$ cat config.mk
export PLATFORM = sky130hd
export DESIGN_NAME = bus_responder
export DESIGN_NICKNAME = d
export VERILOG_FILES = /design/src/rtl/bus_responder.sv
export SDC_FILE = /design/constraint.sdc
export NUM_CORES = 1
export LEC_CHECK = 0
export CORE_UTILIZATION = 45
export DETAILED_ROUTE_END_ITERATION = 16
export GPL_ROUTABILITY_DRIVEN = 0
export PLACE_DENSITY = 0.74
export RECOVER_POWER = 25
export SYNTH_ARGS = -nofsm -noshare
export SYNTH_HDL_FRONTEND = slang
export SYNTH_SLANG_ARGS = --single-unit
$ cat constraint.sdc
create_clock -name clk -period 1.8 [get_ports clk]
set_input_delay 0.36 -clock clk [delete_from_list [all_inputs] [get_ports clk]]
set_output_delay 0.36 -clock clk [all_outputs]
set_load 0.05 [all_outputs]
$ cat src/rtl/bus_responder.sv
// Four-phase register-file responder with WAIT_CYCLES wait states before ack; err pulses on an aborted transfer.
// Optional BUS_RESPONDER_RO_ID_EN: index 0 becomes a read-only ID of alternating 1010 bits from the MSB.
module bus_responder #(
  parameter int DW          = 8,
  parameter int AW          = 2,
  parameter int WAIT_CYCLES = 2
) (
  input  logic          clk,
  input  logic          rst_n,
  input  logic          req,
  input  logic          we,
  input  logic [AW-1:0] addr,
  input  logic [DW-1:0] wdata,
  output logic          ack,
  output logic [DW-1:0] rdata,
  output logic          err
);

  localparam int         NREG     = 1 << AW;
  localparam logic [3:0] CNT_INIT = 4'(WAIT_CYCLES);

  typedef enum logic [1:0] {IDLE, WAIT, ACK} state_t;

  state_t        state, state_nxt;
  logic [3:0]    cnt, cnt_nxt;
  logic          ack_nxt, err_nxt;
  logic          latch, fire;
  logic          we_q;
  logic [AW-1:0] addr_q;
  logic [DW-1:0] wdata_q;
  logic [DW-1:0] regs [NREG];
  logic [DW-1:0] rd_val;
  logic          wr_ok;

`ifdef BUS_RESPONDER_RO_ID_EN
  function automatic logic [DW-1:0] id_pattern();
    logic [DW-1:0] p;
    for (int i = 0; i < DW; i++) p[i] = ((DW - 1 - i) % 2) == 0;
    return p;
  endfunction
  localparam logic [DW-1:0] ID_PAT = id_pattern();

  always_comb begin
    rd_val = (addr_q == '0) ? ID_PAT : regs[addr_q];
    wr_ok  = we_q && (addr_q != '0);
  end
`else
  always_comb begin
    rd_val = regs[addr_q];
    wr_ok  = we_q;
  end
`endif

  // ack is registered, so it rises on the first edge spent in ACK; that edge also commits the access.
  always_comb begin
    state_nxt = state;
    cnt_nxt   = cnt;
    ack_nxt   = ack;
    err_nxt   = 1'b0;
    latch     = 1'b0;
    fire      = 1'b0;
    case (state)
      IDLE: begin
        if (req) begin
          latch     = 1'b1;
          cnt_nxt   = CNT_INIT;
          state_nxt = (WAIT_CYCLES > 0) ? WAIT : ACK;
        end
      end
      WAIT: begin
        if (!req) begin
          state_nxt = IDLE;
          cnt_nxt   = 4'd0;
          err_nxt   = 1'b1;
        end else if (cnt == 4'd1) begin
          state_nxt = ACK;
          cnt_nxt   = 4'd0;
        end else begin
          cnt_nxt = cnt - 4'd1;
        end
      end
      ACK: begin
        if (!req) begin
          state_nxt = IDLE;
          ack_nxt   = 1'b0;
          // req withdrawn before ack was ever seen is still an abort
          err_nxt   = !ack;
        end else if (!ack) begin
          ack_nxt = 1'b1;
          fire    = 1'b1;
        end
      end
      default: state_nxt = IDLE;
    endcase
  end

  always_ff @(posedge clk or negedge rst_n) begin
    if (!rst_n) begin
      state <= IDLE;
      cnt   <= 4'd0;
      ack   <= 1'b0;
      err   <= 1'b0;
    end else begin
      state <= state_nxt;
      cnt   <= cnt_nxt;
      ack   <= ack_nxt;
      err   <= err_nxt;
    end
  end

  always_ff @(posedge clk or negedge rst_n) begin
    if (!rst_n) begin
      we_q    <= 1'b0;
      addr_q  <= '0;
      wdata_q <= '0;
      rdata   <= '0;
      for (int i = 0; i < NREG; i++) regs[i] <= '0;
    end else begin
      if (latch) begin
        we_q    <= we;
        addr_q  <= addr;
        wdata_q <= wdata;
      end
      if (fire) begin
        if (wr_ok) regs[addr_q] <= wdata_q;
        if (!we_q) rdata <= rd_val;
      end
    end
  end

endmodule

==> impl_metrics.json <==
{
  "syn_area_per_cell_um2": 15.5,
  "antenna_found_initial": 0,
  "regToRegEndpoint": "regs[25]$_DFFE_PN0P_",
  "fin_crit_sh_pct": 97.5,
  "critPathLaunchType": "register",
  "yosys_warnings": 0,
  "rr_worst_depth": 5,
  "path_class": "reg2reg",
  "crit_path_start": "state[0]$_DFFE_PN0P_",
  "initial_core_util_pct": 47.5,
  "clock_sinks": 59,
  "grt_max_degree": 31,
  "gr-usage-met1_pct": 23.8,
  "coreArea_um2": 5610,
  "crit_fanout": 8,
  "clkSlewWorstSetupHoldPaths_ns": 0.06,
  "ant_nets": 0,
  "synth-seq-area-share_pct": 55.4,
  "fin_cells": 299,
  "grt_pass1_wl_mm": 8.14,
  "p_total_w": 0.00570,
  "syn-cell-area_um2": 2670,
  "setup_viol": 0,
  "regArea_um2": 1480,
  "htreeDepth": 3,
  "maxSlewHeadroom_pct": 35.8,
  "clock-root-buffer": "clkbuf_8",
  "dieArea_um2": 6230,
  "drv_cap": 0,
  "die_y_um": 79.0,
  "multi_input_area_um2": 1140,
  "slew_viol_final": 0,
  "grt_use_met2_pct": 27.8,
  "dp_cells": 282,
  "critPathCaptureType": "register",
  "crit_end": "regs[25]$_DFFE_PN0P_",
  "p_leak_nw": 1.59,
  "syn_inst": 172,
  "io_pins": 24,
  "synth_fp_nets": 192,
  "drt_iter0_markers": 79,
  "worst_skew_pair.late_latency_ns": 0.34,
  "rrSetupSlack_ns": 0.04,
  "tightest_slew_ns": 0.962,
  "ir_drop_v": 0.000896,
  "post_drt_wl_per_cell_um": 16.2,
  "timing.fmax_mhz": 570,
  "firstDrtPassIters": 4,
  "nFillCells": 455,
  "grt_usage_pct": 18.2,
  "finalHoldViolCount": 0,
  "vias": 1550,
  "cts_tree": "yes",
  "num_antenna_cells": 0,
  "p_per_area_nw_per_um2": 1720,
  "grt_use_met3_pct": 7.01,
  "wirelength_mm": 4.83,
  "busiest_layer": "met2",
  "crit_required_ns": 2.02,
  "holdCritPathClass": "reg2reg",
  "skew_ns": 0.00906,
  "finalNetCount": 243,
  "die_w_um": 79.0,
  "drc_errors": 0,
  "status": "complete, no violations",
  "drive_gt1_share_pct": 49.8,
  "setup_tns_ns": 0,
  "hpwl_mm": 3.25,
  "ys_seq_elements": 59,
  "ys_types": 31,
  "tritoncts.num_buffers": 9,
  "worst_slack_ns": 0.0442,
  "grt_pass1_vias": 1617,
  "grt_remaining_overflow": 0,
  "avgViaCountPerCell": 5.18,
  "grt_setup_unrepaired": "false",
  "syn2layout_area_growth_pct": 24.6,
  "cp.arrival_ns": 1.98,
  "port_buffers": 23,
  "clk_path_buf_depth": 2,
  "worstReg2RegStart": "state[0]$_DFFE_PN0P_",
  "num_rows": 27,
  "post-place-ws_ns": -0.224,
  "finalWorstPathRequiredPeriod_ns": 1.76
}
## state kept, by name, summed over array words and instances, names as in the netlist
signal,count
addr_q,2
we_q,1
state,2
rdata,8
ack,1
regs,32
wdata_q,8
cnt,4
err,1
## per-layer routing
layer / share of wire (%) / vias to the layer above
li1: - / 726
met1: 46 / 795
met2: 48 / 23
met3: 4.3 / 6
met4: 1.1 / 0
met5: 0 / -
## final cells by class
class,count,area share (%)
tap,72,2.71
clock inverter,2,1.06
timing repair buffer,45,11.9
multi-input combinational,102,34.4
inverter,6,0.678
clock buffer,13,4.79
sequential,59,44.5
## what timing repair did
action                                 4_1_cts  5_1_grt
buffers inserted                             1        1
hold buffers                                 1        0
pin swaps                                    0        0
resized for setup                            1        1
endpoints found under the hold margin       17        0
setup endpoints to repair                    8        8
## worst max-delay path, stage by stage, from the launching register on
cell      delay [ns]
dfrtp_1         0.39
inv_1           0.09
ha_2            0.21
nand4b_4        0.17
or3_4           0.46
mux2_4          0.32
## cells in the final DEF, fill, tap and decap left out, types with 2 or more instances in the layout
| cell type | count |
|---|---|
| a21oi_1 | 2 |
| buf_12 | 2 |
| buf_4 | 28 |
| clkbuf_1 | 3 |
| clkbuf_8 | 11 |
| clkdlybuf4s50_1 | 12 |
| dfrtp_1 | 59 |
| ha_1 | 5 |
| inv_1 | 6 |
| mux2_2 | 44 |
| mux2_4 | 8 |
| mux4_2 | 8 |
| nand2_1 | 7 |
| nor3b_1 | 3 |
| nor3b_4 | 2 |
| o21ai_0 | 4 |
| or2_2 | 2 |
## how the worst min path moves through the flow
| stage | slack, ns | end | start | cells after the start |
|---|---|---|---|---|
| CTS | 0.49 | rdata[6]$_DFFE_PN0P_ | rst_n | 2 |
| floorplan | 0.06 | ack$_DFFE_PN0N_ | rst_n | 0 |
| detailed placement | 0.33 | rdata[6]$_DFFE_PN0P_ | rst_n | 1 |
| global placement | 0.33 | regs[14]$_DFFE_PN0P_ | rst_n | 1 |
| finish | 0.50 | regs[15]$_DFFE_PN0P_ | regs[15]$_DFFE_PN0P_ | 1 |
| global route | 0.52 | regs[19]$_DFFE_PN0P_ | regs[19]$_DFFE_PN0P_ | 1 |
## through the flow
stage / instance area, µm² / utilization [%] / hold slack [ns]
final: 3320 / 59.2 / 0.501
after global routing: 3320 / 59.2 / 0.517
after CTS: 3330 / 59.4 / 0.492
after detailed placement: 3110 / 55.5 / 0.328
after global placement: 3110 / 55.5 / 0.329
after floorplan: 2670 / - / 0.0644
## power by group
part | switching (W) | internal, W | total, W
Clock | 0.000489 | 0.000706 | 0.00119
Combinational | 0.00104 | 0.00118 | 0.00222
Sequential | 0.000420 | 0.00187 | 0.00229
Total | 0.00194 | 0.00376 | 0.00570
## kinds of logic after synthesis
logic type / count (synthesis) / share of synthesized area (%)
compound gates: 13 / 3.24
fa+ha+maj: 6 / 2.82
buf+inv: 11 / 2.02
flops: 59 / 55.4
mux: 61 / 30.2
simple gates: 22 / 6.29
## synthesized netlist by cell type (all sizes together)
cell type | number | area (µm²)
dfrtp | 59 | 1480
mux2 | 52 | 616
mux4 | 8 | 180
nand2 | 7 | 26.3
ha | 6 | 75.1
inv | 6 | 22.5
nor3b | 5 | 60.1
o21ai | 4 | 20.0
buf | 3 | 23.8
a21oi | 2 | 10.0
clkbuf | 2 | 7.51
nor2 | 2 | 10.0
or2 | 2 | 12.5
or3 | 2 | 12.5
a22o | 1 | 8.76
a22oi | 1 | 7.51
a311o | 1 | 10.0
a31oi | 1 | 6.26
mux2i | 1 | 10.0
nand4 | 1 | 6.26
nand4b | 1 | 23.8
nor2b | 1 | 6.26
nor3 | 1 | 10.0
o211ai | 1 | 7.51
o21bai | 1 | 7.51
o221ai | 1 | 8.76
Power figures use the tool's default switching activity.
